===== src/rtl/i2s_tx.sv =====
`timescale 1ns/1ps
// i2s_tx: mono 16-bit sample to Philips I2S serialiser with a single-entry
// holding register, a frame register and overrun/underrun pulse flags.
module i2s_tx #(
  parameter int unsigned BCLK_DIV = 4
) (
  input  logic        clk,
  input  logic        rstn,
  input  logic        clkEn,
  input  logic [15:0] iIn,
  output logic        oBclk,
  output logic        oLrclk,
  output logic        oSdata,
  output logic        oUnderrun,
  output logic        oOverrun
);

  localparam int unsigned DIV_W = (BCLK_DIV > 2) ? $clog2(BCLK_DIV) : 1;
  localparam logic [DIV_W-1:0] DIV_LAST = DIV_W'(BCLK_DIV - 1);

  logic [DIV_W-1:0] div;
  logic [4:0]       slot;
  logic [4:0]       slot_nxt;
  logic [15:0]      hold;
  logic [15:0]      frame;
  logic [15:0]      frame_nxt;
  logic             valid;
  logic             wrap;
  logic             slot_edge;
  logic             load;
  logic             sdata_nxt;

  // Slot-edge detection, frame load selection and next serial bit.
  always_comb begin
    wrap      = (div == DIV_LAST);
    slot_edge = wrap && oBclk;
    slot_nxt  = slot + 5'd1;
    load      = slot_edge && (slot == 5'd0);
    frame_nxt = frame;
    if (load) begin
      if (clkEn) begin
        frame_nxt = iIn;
      end else if (valid) begin
        frame_nxt = hold;
      end
    end
    // Slots 1..16 send bit 16-n and slots 17..31/0 send bit 32-n; both equal
    // bit (-n mod 16), and slot 0 (no load) picks the previous word's LSB.
    sdata_nxt = frame_nxt[4'(5'd0 - slot_nxt)];
  end

  // Bit-clock divider: toggle oBclk each time div wraps.
  always_ff @(posedge clk or negedge rstn) begin
    if (!rstn) begin
      div   <= '0;
      oBclk <= 1'b0;
    end else if (wrap) begin
      div   <= '0;
      oBclk <= ~oBclk;
    end else begin
      div   <= div + DIV_W'(1);
    end
  end

  // Slot counter and registered word-select/data, advanced on falling bclk.
  always_ff @(posedge clk or negedge rstn) begin
    if (!rstn) begin
      slot   <= 5'd31;
      oLrclk <= 1'b1;
      oSdata <= 1'b0;
    end else if (slot_edge) begin
      slot   <= slot_nxt;
      oLrclk <= slot_nxt[4];
      oSdata <= sdata_nxt;
    end
  end

  // Holding/frame registers and one-cycle overrun/underrun flags.
  always_ff @(posedge clk or negedge rstn) begin
    if (!rstn) begin
      hold      <= '0;
      valid     <= 1'b0;
      frame     <= '0;
      oUnderrun <= 1'b0;
      oOverrun  <= 1'b0;
    end else begin
      oUnderrun <= 1'b0;
      oOverrun  <= 1'b0;
      frame     <= frame_nxt;
      if (load) begin
        valid <= 1'b0;
        if (clkEn) begin
          oOverrun <= valid;
        end else if (!valid) begin
          oUnderrun <= 1'b1;
        end
      end else if (clkEn) begin
        hold     <= iIn;
        valid    <= 1'b1;
        oOverrun <= valid;
      end
    end
  end

endmodule


===== config.mk =====
export PLATFORM = sky130hd
export DESIGN_NAME = i2s_tx
export DESIGN_NICKNAME = d
export VERILOG_FILES = /design/src/rtl/i2s_tx.sv
export SDC_FILE = /design/constraint.sdc
export NUM_CORES = 1
export LEC_CHECK = 0
export ABC_AREA = 1
export BUFFER_PORTS_ARGS = -buffer_cell sky130_fd_sc_hd__buf_2
export CAP_MARGIN = 20
export CORE_ASPECT_RATIO = 0.9
export CORE_MARGIN = 2
export CORE_UTILIZATION = 45
export CTS_CLUSTER_SIZE = 20
export DETAILED_ROUTE_END_ITERATION = 8
export HOLD_SLACK_MARGIN = 0.15
export PLACE_DENSITY_LB_ADDON = 0.3
export SLEW_MARGIN = 20
export SYNTH_ARGS = -nofsm -noshare
export SYNTH_HDL_FRONTEND = slang
export SYNTH_SLANG_ARGS = --single-unit

===== constraint.sdc =====
create_clock -name clk -period 1.65 [get_ports clk]
set_input_delay 0.33 -clock clk [delete_from_list [all_inputs] [get_ports clk]]
set_output_delay 0.33 -clock clk [all_outputs]
set_load 0.05 [all_outputs]

Yosys cells after proc, flatten, opt, wreduce, memory -nomap -nowiden

Index checks and enable logic that the tools add are counted.

Output and inout port bits: 5
Register bits: 45
Logic and storage cells: 34

Bitwise operators: 2
Reductions and logical operators: 5
Equality and inequality tests: 1
Add/subtract/negate cells: 3
Multiplexer cells: 12
Magnitude comparators: 1

Operators by type and width:

| operator                                                             | count |
|---|---|
| 16-bit two-way mux                                                   | 3 |
| 1-bit two-way mux                                                    | 7 |
| 5-bit by 1-bit adder with 5-bit output, second input constant        | 1 |
| 5-bit logical NOT                                                    | 1 |
| 4-bit by 5-bit < comparator with 1-bit output, second input constant | 1 |
| 1-bit binary-select mux with 4-bit select                            | 1 |
| 1-bit by 4-bit subtractor with 4-bit output, first input constant    | 1 |
| 2-bit by 1-bit adder with 2-bit output, second input constant        | 1 |
| 2-bit == test, second input constant                                 | 1 |
| 1-bit logical AND                                                    | 2 |
| 2-bit two-way mux                                                    | 1 |
| 1-bit NOT                                                            | 2 |
| 2-bit AND reduction                                                  | 1 |
| 2-bit nonzero test                                                   | 1 |

Longest topological paths before layout

Depth after elaboration: 6
Mapped depth: 16
Mapped depth without buffers: 15

Least setup slack after synthesis

Ideal clock, no wire load.

Kind: flip-flop to flip-flop
From: reg slot[0]
To: reg oSdata
Required time: 1.532 ns
Path slack: -0.173 ns
Arrival: 1.705 ns
Stages on the path, launching flop included: 12
Buffers on the path: 0
Cells stage by stage: dfstp_2 -> inv_2 -> ha_1 -> nor2_2 -> inv_1 -> nor2_1 -> xnor2_1 -> inv_1 -> nand3_1 -> nand2_1 -> nand2_1 -> nand2_1

RTL lines:

| item                                        | line | RTL |
|---|---|---|
| start, declared                             | 22   | `logic [4:0] slot;` |
| start signal, assigned                      | 72   | `slot <= slot_nxt;` |
| 5-bit by 1-bit adder with 5-bit output      | 37   | `slot_nxt = slot + 5'd1;` |
| net slot_nxt[0]                             | 23   | `logic [4:0] slot_nxt;` |
| 1-bit by 4-bit subtractor with 4-bit output | 49   | `sdata_nxt = frame_nxt[4'(5'd0 - slot_nxt)];` |
| 1-bit binary-select mux with 4-bit select   | 49   |  |
| 1-bit two-way mux (not written as such)     | 49   |  |
| end signal, assigned                        | 74   | `oSdata <= sdata_nxt;` |
| end, declared                               | 13   | `output logic oSdata,` |

The timed path passes the listed nets, and every way through them passes these cells. The select of a mux whose other input is x is not followed.
A chain may end at the register's enable or synchronous reset.

Worst setup path in the final report

Ends and elaborated chain as after synthesis.

==> flow_metrics.py <==
metrics = {
    "synthesis": {
        "yosysWarnings": 0,
        "synth_cell_types": 25,
        "seq_area_frac_synth_pct": 48.6,
        "syn_nets": 293,
        "syn_area_um2": 2280,
        "synth.avg_cell_area_um2": 8.41,
        "ys_seq_elements": 44,
        "netlist_instances": 271,
    },
    "drt": {
        "drtIter0Drc": 80,
        "wl_per_cell_um": 12.5,
        "avgViaCountPerCell": 4.82,
        "drc": 0,
        "detail-route-antenna-nets": 0,
        "num_vias": 1920,
        "routed_wl_um": 4980,
        "dr.pass1.iters": 4,
    },
    "clocking": {
        "cts_htree_levels": 2,
        "cts_tree": "done",
        "cts_buffers": 5,
        "root_buffer": "clkbuf_8",
        "clkLatencyLatePin_ns": 0.29,
        "clock_sinks": 44,
        "clockBufferDepth": 2,
        "path_clk_slew_ns": 0.08,
    },
    "global_route": {
        "grt_pass1_vias": 1916,
        "grt_pass1_wl_um": 8470,
        "grt_max_degree": 22,
        "grt.total_usage_pct": 19.0,
        "overflow": 0,
        "antenna_found_initial": 0,
    },
    "power": {
        "swShare_pct": 25.4,
        "p_int_mw": 1.63,
        "seqPwrFrac_pct": 54.6,
        "power_density_nw_per_um2": 737,
        "finalPower_mw": 2.18,
        "p_switching_mw": 0.554,
        "p_comb_share_pct": 13.6,
        "ir_worst_vdd_v": 0.000609,
        "clockPowerShare_pct": 31.8,
        "cellLeakagePower_nw": 1.54,
    },
    "worst_setup_path": {
        "setup.worst_path.start_class": "flip-flop",
        "worstPathCellList": "inv_4, ha_4, inv_2, nor2_2, nand2_2, nor2_4, buf_12, nand2_1, nand2_2, nor2_2, nor2_2, nand2_1, nand3_2, nand2_1, nand2_1, nand2_1",
        "critical_path_buf_inv_count": 3,
        "crit_fanout": 8,
        "required_ns": 1.84,
        "crit_cells": 16,
        "crit_family": "simple AND/OR/NAND/NOR gates",
        "critical_path_arrival_ns": 1.98,
        "cpMaxStageDelayCell": "dfstp_2",
        "max_stage_delay_ns": 0.39,
        "ff2ff_path_depth": 16,
        "crit_path_frequent_cell": "nand2_1",
        "crit_path_end_kind": "flip-flop",
        "worstSetupPathType": "reg2reg",
    },
    "status": {
        "status": "complete, but fails checks",
        "violations": "negative setup slack",
    },
    "placed_design": {
        "port_buffers": 23,
        "hpwl_um": 3680,
        "place.gp.congestion": 0.811,
        "pre_cts_slack_ns": -0.121,
    },
    "layout": {
        "post-route-util_pct": 60.8,
        "drive_gt1_share_pct": 39.3,
        "diodes": 0,
        "areaGrowthSynthToFinish_pct": 29.7,
        "fin_nets": 354,
    },
    "sta": {
        "fin_worst_skew_ns": 0.00398,
        "maxSlewHeadroom_pct": 75.0,
        "period_share_pct": 109,
        "timing.hold.ws_ns": 0.267,
        "period_needed_ns": 1.79,
        "setup_viol": 1,
        "finalHoldViolCount": 0,
        "fmax_mhz": 559,
        "drv_slew": 0,
        "final.setup.worst_slack_ns": -0.140,
        "rsz0062_at_grt": "true",
        "tightestPinTransition_ns": 0.372,
    },
    "floorplanning": {
        "row_count": 24,
        "die-area_um2": 5650,
        "ios": 24,
        "die_w_um": 79.0,
        "die_h_um": 71.5,
        "coreArea_um2": 4860,
        "start_util_pct": 46.9,
    },
    "worst_hold_path": {
        "hold_class": "in2reg",
        "holdPathStages": 2,
    },
    "flow_run": {
        "maxCapViolCount": 0,
    },
}
-- cell families (layout without fill, tap and decap cells) --
kind of cell,after synthesis,after routing,share of synthesized area (%)
muxes,11,11,5.43
adders and majority gates,3,3,1.65
DFF,44,44,48.6
buffers and inverters,38,100,7.68
and+or+nand+nor,153,153,30.7
xor gates and xnor gates,5,5,1.92
AOI/OAI and AO/OA,17,17,4.06
-- per-stage QoR --
step | setup TNS [ns] | cell area [um^2] | instances
2_1_floorplan | -0.147 | 2300 | 271
3_3_place_gp | -0.434 | 2720 | 387
3_5_place_dp | -0.821 | 2720 | 387
4_1_cts | -0.127 | 2840 | 396
5_1_grt | -0.707 | 2960 | 398
6_report | -0.140 | 2960 | 398
-- routing by layer --
layer / up-vias / track usage, % / part of all wire (%)
met2: 29 / 31.3 / 48
li1: 970 / - / -
met4: 0 / 5.17 / 1.1
met5: - / 0 / 0
met1: 914 / 26.0 / 48
met3: 7 / 3.78 / 2.8
-- worst register-to-register path, stage by stage (launching register included) --
cell	delay, ns
dfstp_2	0.39
inv_4	0.06
ha_4	0.13
inv_2	0.04
nor2_2	0.10
nand2_2	0.07
nor2_4	0.16
buf_12	0.16
nand2_1	0.08
nand2_2	0.09
nor2_2	0.04
nor2_2	0.09
nand2_1	0.08
nand3_2	0.07
nand2_1	0.05
nand2_1	0.05
nand2_1	0.04
-- layout make-up --
| class | instances | area (um^2) |
|---|---|---|
| clock buffer | 8 | 90.1 |
| fill | 443 | 1910 |
| inverter | 32 | 123 |
| multi-input combinational | 189 | 1130 |
| sequential | 44 | 1110 |
| tap | 65 | 81.3 |
| timing repair buffer | 60 | 420 |
-- cell usage after synthesis --
| cell type | n | share of area (%) |
|---|---|---|
| inv_2 | 4 | 0.66 |
| nand2_4 | 1 | 0.49 |
| and2_2 | 1 | 0.33 |
| nor2_2 | 2 | 0.55 |
| mux2_2 | 8 | 4.0 |
| nand2_1 | 90 | 15 |
| o21ai_1 | 1 | 0.22 |
| o22ai_1 | 4 | 1.1 |
| nand3_1 | 26 | 5.7 |
| nand3_4 | 1 | 0.77 |
| o21ai_0 | 11 | 2.4 |
| dfrtp_1 | 39 | 43 |
| xor2_1 | 4 | 1.5 |
| nand2_2 | 7 | 1.9 |
| mux2_1 | 3 | 1.5 |
| dfstp_2 | 5 | 5.8 |
| buf_6 | 4 | 2.0 |
| inv_1 | 28 | 4.6 |
| xnor2_1 | 1 | 0.38 |
| and2_1 | 3 | 0.82 |
| o211ai_1 | 1 | 0.33 |
| nor2_4 | 5 | 2.5 |
| ha_1 | 3 | 1.6 |
| buf_2 | 2 | 0.44 |
| nor2_1 | 17 | 2.8 |
-- flip-flops by register name, summed over array words and instances (netlist names) --
register   count
frame         16
hold          16
slot           4
div            2
oBclk          1
oLrclk         1
oOverrun       1
oSdata         1
oUnderrun      1
valid          1
-- timing repair --
action | 4_1_cts | 5_1_grt
resized for setup | 5 | 32
pin swaps | 1 | 23
hold buffers | 1 | 0
setup endpoints to repair | 16 | 16
gates cloned | 0 | 0
buffers inserted | 0 | 2
endpoints found under the hold margin | 11 | 0
-- final timing paths --
kind	startpoint	endpoint	slack, ns
max	slot[0]	oSdata	-0.14
max reg2reg	slot[0]	oSdata	-0.14
min	iIn[11]	hold[11]	0.27
min in group asynchronous	rstn	frame[9]	0.47
max in group asynchronous	rstn	slot[0]	0.61
min reg2reg	div[0]	div[0]	0.43
-- layout by cell type, fill, tap and decap left out --
master	instances
nand2_1	77
dfrtp_1	38
buf_4	34
inv_1	26
buf_2	23
nand3_1	18
nand2_2	14
o21ai_0	10
nor2_1	10
nor2_2	8
mux2_2	8
nand3_2	8
nand2_4	7
nor2_4	6
clkbuf_8	6
inv_2	5
dfstp_2	5
o22ai_1	4
xor2_1	4
and2_1	3
mux2_1	3
o21ai_1	2
ha_1	2
clkbuf_1	2
buf_12	2
nand3_4	1
o211ai_1	1
and2_2	1
inv_4	1
xnor2_1	1
ha_4	1
dlygate4sd3_1	1
dfrtp_2	1
-- power groups by stage --
stage               Sequential, mW  Combinational (mW)  Clock, mW
floorplan                     1.22               0.158          0
global placement              1.21               0.263          0
detailed placement            1.21               0.270          0
CTS                           1.19               0.275      0.717
global route                  1.20               0.336      0.764
finish                        1.19               0.296      0.693
Note: power is estimated with default switching activity, not from simulation.
